File: src/rtl/mem_port_requester.sv
// One-lane initiator for the shared-RAM arbiter: requests the lane, holds it
// for a full read/write burst, then releases and waits for the grant to drop.
module mem_port_requester #(
  parameter int SETTLE = 2,
  parameter int LEN_W  = 4
) (
  input  logic             clk,
  input  logic             rst_n,
  input  logic             cmd_valid,
  output logic             cmd_ready,
  input  logic             cmd_we,
  input  logic [7:0]       cmd_addr,
  input  logic [LEN_W-1:0] cmd_len,
  input  logic [7:0]       wr_data,
  output logic             wr_pop,
  output logic [7:0]       rd_data,
  output logic             rd_valid,
  output logic             done,
  output logic             busy,
  output logic             mem_rden,
  output logic             mem_wren,
  output logic [7:0]       mem_addr,
  output logic [7:0]       mem_din,
  input  logic [7:0]       mem_dq,
  input  logic             mem_acq
);

  localparam logic [1:0] S_IDLE    = 2'd0;
  localparam logic [1:0] S_REQ     = 2'd1;
  localparam logic [1:0] S_BEAT    = 2'd2;
  localparam logic [1:0] S_RELEASE = 2'd3;

  localparam int              CNT_W       = (SETTLE > 1) ? $clog2(SETTLE) : 1;
  localparam logic [CNT_W-1:0] SETTLE_LAST = CNT_W'(SETTLE - 1);

  logic [1:0]       r_state;
  logic             r_we;
  logic [LEN_W:0]   r_beats;
  logic [CNT_W-1:0] r_settle;
  logic [7:0]       r_addr;
  logic [7:0]       r_din;
  logic             r_din_pending;
  logic             r_rden;
  logic             r_wren;
  logic [7:0]       r_rd_data;
  logic             r_rd_valid;
  logic             r_wr_pop;
  logic             r_done;

  always_ff @(posedge clk or negedge rst_n) begin
    if (!rst_n) begin
      r_state       <= S_IDLE;
      r_we          <= 1'b0;
      r_beats       <= '0;
      r_settle      <= '0;
      r_addr        <= 8'h00;
      r_din         <= 8'h00;
      r_din_pending <= 1'b0;
      r_rden        <= 1'b0;
      r_wren        <= 1'b0;
      r_rd_data     <= 8'h00;
      r_rd_valid    <= 1'b0;
      r_wr_pop      <= 1'b0;
      r_done        <= 1'b0;
    end else begin
      r_rd_valid <= 1'b0;
      r_wr_pop   <= 1'b0;
      r_done     <= 1'b0;

      // The write source shows its next word one cycle after a pop.
      if (r_din_pending) begin
        r_din         <= wr_data;
        r_din_pending <= 1'b0;
      end

      case (r_state)
        S_IDLE: begin
          if (cmd_valid) begin
            r_we    <= cmd_we;
            r_beats <= {1'b0, cmd_len};
            r_addr  <= cmd_addr;
            if (cmd_we) r_din <= wr_data;
            r_rden  <= ~cmd_we;
            r_wren  <= cmd_we;
            r_state <= S_REQ;
          end
        end

        S_REQ: begin
          if (mem_acq) begin
            r_settle <= '0;
            r_state  <= S_BEAT;
          end
        end

        S_BEAT: begin
          if (!mem_acq) begin
            r_rden        <= 1'b0;
            r_wren        <= 1'b0;
            r_din_pending <= 1'b0;
            r_state       <= S_RELEASE;
          end else if (!r_din_pending) begin
            // Settle count stalls while the next write byte is being loaded.
            if (r_settle == SETTLE_LAST) begin
              if (r_we) begin
                r_wr_pop <= 1'b1;
              end else begin
                r_rd_data  <= mem_dq;
                r_rd_valid <= 1'b1;
              end
              if (r_beats != '0) begin
                r_addr        <= r_addr + 8'd1;
                r_beats       <= r_beats - (LEN_W+1)'(1);
                r_settle      <= '0;
                r_din_pending <= r_we;
              end else begin
                r_rden  <= 1'b0;
                r_wren  <= 1'b0;
                r_state <= S_RELEASE;
              end
            end else begin
              r_settle <= r_settle + CNT_W'(1);
            end
          end
        end

        S_RELEASE: begin
          if (!mem_acq) begin
            r_done  <= 1'b1;
            r_state <= S_IDLE;
          end
        end

        default: r_state <= S_IDLE;
      endcase
    end
  end

  assign cmd_ready = (r_state == S_IDLE);
  assign busy      = (r_state != S_IDLE);
  assign wr_pop    = r_wr_pop;
  assign rd_data   = r_rd_data;
  assign rd_valid  = r_rd_valid;
  assign done      = r_done;
  assign mem_rden  = r_rden;
  assign mem_wren  = r_wren;
  assign mem_addr  = r_addr;
  assign mem_din   = r_din;

endmodule

File: config.mk
export PLATFORM = sky130hd
export DESIGN_NAME = mem_port_requester
export DESIGN_NICKNAME = d
export VERILOG_FILES = /design/src/rtl/mem_port_requester.sv
export SDC_FILE = /design/constraint.sdc
export NUM_CORES = 1
export LEC_CHECK = 0
export CAP_MARGIN = 20
export CORE_MARGIN = 3
export CORE_UTILIZATION = 35
export CTS_CLUSTER_DIAMETER = 50
export DETAILED_ROUTE_END_ITERATION = 10
export MAX_ROUTING_LAYER = met4
export PLACE_DENSITY = 0.7
export REMOVE_ABC_BUFFERS = 1
export SYNTH_ARGS = -nofsm -noshare
export SYNTH_HDL_FRONTEND = slang
export SYNTH_SLANG_ARGS = --single-unit
File: constraint.sdc
create_clock -name clk -period 5.4 [get_ports clk]
set_clock_uncertainty 0.1 [all_clocks]
set_input_delay 0.81 -clock clk [delete_from_list [all_inputs] [get_ports clk]]
set_output_delay 0.81 -clock clk [all_outputs]
set_load 0.05 [all_outputs]
==> flow_metrics.tcl <==
set metrics [dict create \
    mostFrequentLayoutCells "62 x clkdlybuf4s50_1, 39 x dfrtp_1, 19 x mux2_2, 13 x o22ai_1, 12 x a21oi_1" \
    synth_warnings 0 \
    ctsLongestPathBuffers 2 \
    worst_setup_path_startpoint "r_state[1]" \
    maximum_fanout_count_along_the_critical_path 5 \
    design.portCount 64 \
    die_height_um 81.4 \
    core_area_mm2 0.00530 \
    syn_inst 180 \
    tritoncts_clock_tree "yes" \
    grt.overflow.total 0 \
    hold_crit_class "reg2reg" \
    area_growth_from_synthesis_to_layout_pct 39.4 \
    status "completed" \
    routedWlPerCell_um 14.8 \
    yosys_register_bits 39 \
    clkLatencyLatePin_ns 0.29 \
    final_util_pct 52.4 \
    post_synthesis_cell_area_mm2 0.00199 \
    die_width_um 81.4 \
    dominant_combinational_cell_family_by_area_after_synthesis "simple AND/OR/NAND/NOR gates" \
    port_buffers 63 \
    numClockSinks 39 \
    globalRouteTotalUtil_pct 15.0 \
    finalHoldViolations 0 \
    cts_setup_buffers 0 \
    antenna_found_initial 0 \
    finalSetupViolCount 0 \
    crit_arrival_ns 1.97 \
    cts.root.buffer_cell "clkbuf_8" \
    initial_cell_density_of_the_core_pct 37.6 \
    cts_hold_buffers 0 \
    totalPowerFinal_uw 1930 \
    critPathCaptureType "output pin" \
    rsz0062_at_grt "false" \
    final_count_of_pins_violating_max_slew 0 \
    xor_xnor_cell_area_share_of_the_yosys_netlist_pct 0 \
    synth_edf_count 0 \
    synth_sequential_area_ratio_pct 49.0 \
    worstPathCellList "inv_1 -> ha_1 -> inv_1 -> clkdlybuf4s50_1" \
    grt_pass1_vias 1577 \
    worst_path_max_delay_cell "clkdlybuf4s50_1" \
    routed_wl_mm 4.62 \
    synth_adder_area_share_pct 4.40 \
    crit_path_frequent_cell "inv_1" \
    period_needed_ns 2.88 \
    first_iter_violations 91 \
    startpoint_type "register" \
    cellPowerDensity_mw_per_mm2 695 \
    worst_slew_pin_slew_ns 0.879 \
    max_cap_violations 0 \
    ys_async_rst_share_pct 100 \
    grt_first_pass_wirelength_mm 7.40 \
    slew-limit-headroom_pct 41.4 \
    clk_transition_reported_paths_ns 0.08 \
    avgSynthCellArea_um2 11.1 \
    critPathKind "reg2out" \
    final.period_utilization_pct 53.3 \
    setup_total_negative_slack_ns 0 \
    grt_start_max_net_pins 40 \
    synth.distinct_cells 43 \
    gp_congestion 0.768 \
    ys.flop_type "dfrtp_1" \
    drt_first_pass_iters 4 \
    detailedPlacementHpwl_mm 3.32 \
    vdd_drop_max_v 0.000274 \
    hold_start "mem_din[1]" \
    drc_markers 0 \
    synth-simple-area-share_pct 15.3 \
    most_common_library_cell_in_the_layout_ignoring_fill_and_taps "clkdlybuf4s50_1" \
    cts-buffers-inserted 5 \
    vias_per_cell 5.23 \
    finalNetCount 282 \
    area_fraction_in_compound_gates_after_synthesis_pct 13.3 \
    htree_num_levels 2 \
    max_freq_mhz 347 \
    muxShareOfSynthArea_pct 13.8 \
    power_leakage_uw 0.00115 \
    placementRows 26 \
    worstReg2RegStart "r_state[0]" \
    critical_path_required_ns 4.49 \
    slowest_delay_ns 0.80 \
    vias 1638 \
    drive_above_1_share_pct 15.6 \
    final.fill_count 479 \
    cts_resized 0 \
    die_area_mm2 0.00663 \
    ant_nets 0 \
    antenna_cells 0 \
]
synthesized netlist by cell type (2+ instances only):
cell      number  area share, %
mux2_2        19             11
ha_1           7            4.4
nor2_1         4           0.75
nor4_1         4            1.3
dfrtp_1       39             49
a31oi_1        2           0.63
nand3b_1       2           0.75
nand3_1        5            1.3
nor3b_1        2           0.75
nor2b_1        2           0.63
nand2b_1       2           0.63
o21ai_0        5            1.3
nor3_1         2           0.50
a21oi_1       12            3.0
nand4_1        5            1.6
nand2_1       11            2.1
inv_1         10            1.9
mux2i_1        6            3.0
o22ai_1       13            4.1
clkbuf_1       5           0.94
state kept, by name (all words and copies together), names as in the netlist, 2 cells and up:
name      flops
mem_din       8
r_beats       5
r_state       2
rd_data       8
mem_addr      8
layer usage:
metal,up-vias,part of all wire (%),global-route usage (%)
li1,790,-,-
met1,786,42,18.3
met2,58,50,24.0
met3,4,6.6,3.84
met4,0,0.82,5.24
met5,-,0,-
area by class of cell:
cell class / instances / area (µm²) / share of cell area [%]
multi-input combinational: 122 / 931 / 33.5
inverter: 10 / 37.5 / 1.35
clock inverter: 3 / 43.8 / 1.58
timing repair buffer: 64 / 633 / 22.8
tap: 70 / 87.6 / 3.15
sequential: 39 / 976 / 35.1
clock buffer: 5 / 68.8 / 2.48
final timing paths:
path | end | slack [ns] | depth (start not counted)
setup / recovery | busy | 2.52 | 4
hold / removal | mem_din[1] | 0.41 | 1
setup reg to reg | mem_addr[5] | 3.09 | 6
hold reg to reg | mem_din[1] | 0.41 | 1
max in group asynchronous | mem_din[7] | 4.12 | 1
min in group asynchronous | r_beats[3] | 0.54 | 1
cell families after synthesis:
logic type      count (synthesis)
fa+ha+maj                       7
compound gates                 42
simple gates                   48
mux                            25
buf+inv                        19
flops                          39
critical path, delay by kind of cell (launching register included):
kind	cells	cell delay, ns
flip-flops	1	0.41
adder cells (fa/ha/maj)	1	0.27
buffers and inverters	3	1.01
report_power, final:
group          switching [µW]  leakage (µW)  internal (µW)  total (µW)
Sequential                129      0.000476            427         556
Clock                     104     0.0000581            138         242
Combinational             707      0.000621            426        1130
through the flow:
stage | hold slack (ns) | std cells | setup slack, ns | cell area (µm²)
global route | 0.414 | 313 | 2.42 | 2780
finish | 0.407 | 313 | 2.52 | 2780
global placement | 0.386 | 305 | 2.58 | 2670
detailed placement | 0.392 | 305 | 2.55 | 2670
floorplan | 0.402 | 171 | 3.05 | 1940
CTS | 0.409 | 313 | 2.50 | 2780
(Power assumes the default switching activity.)
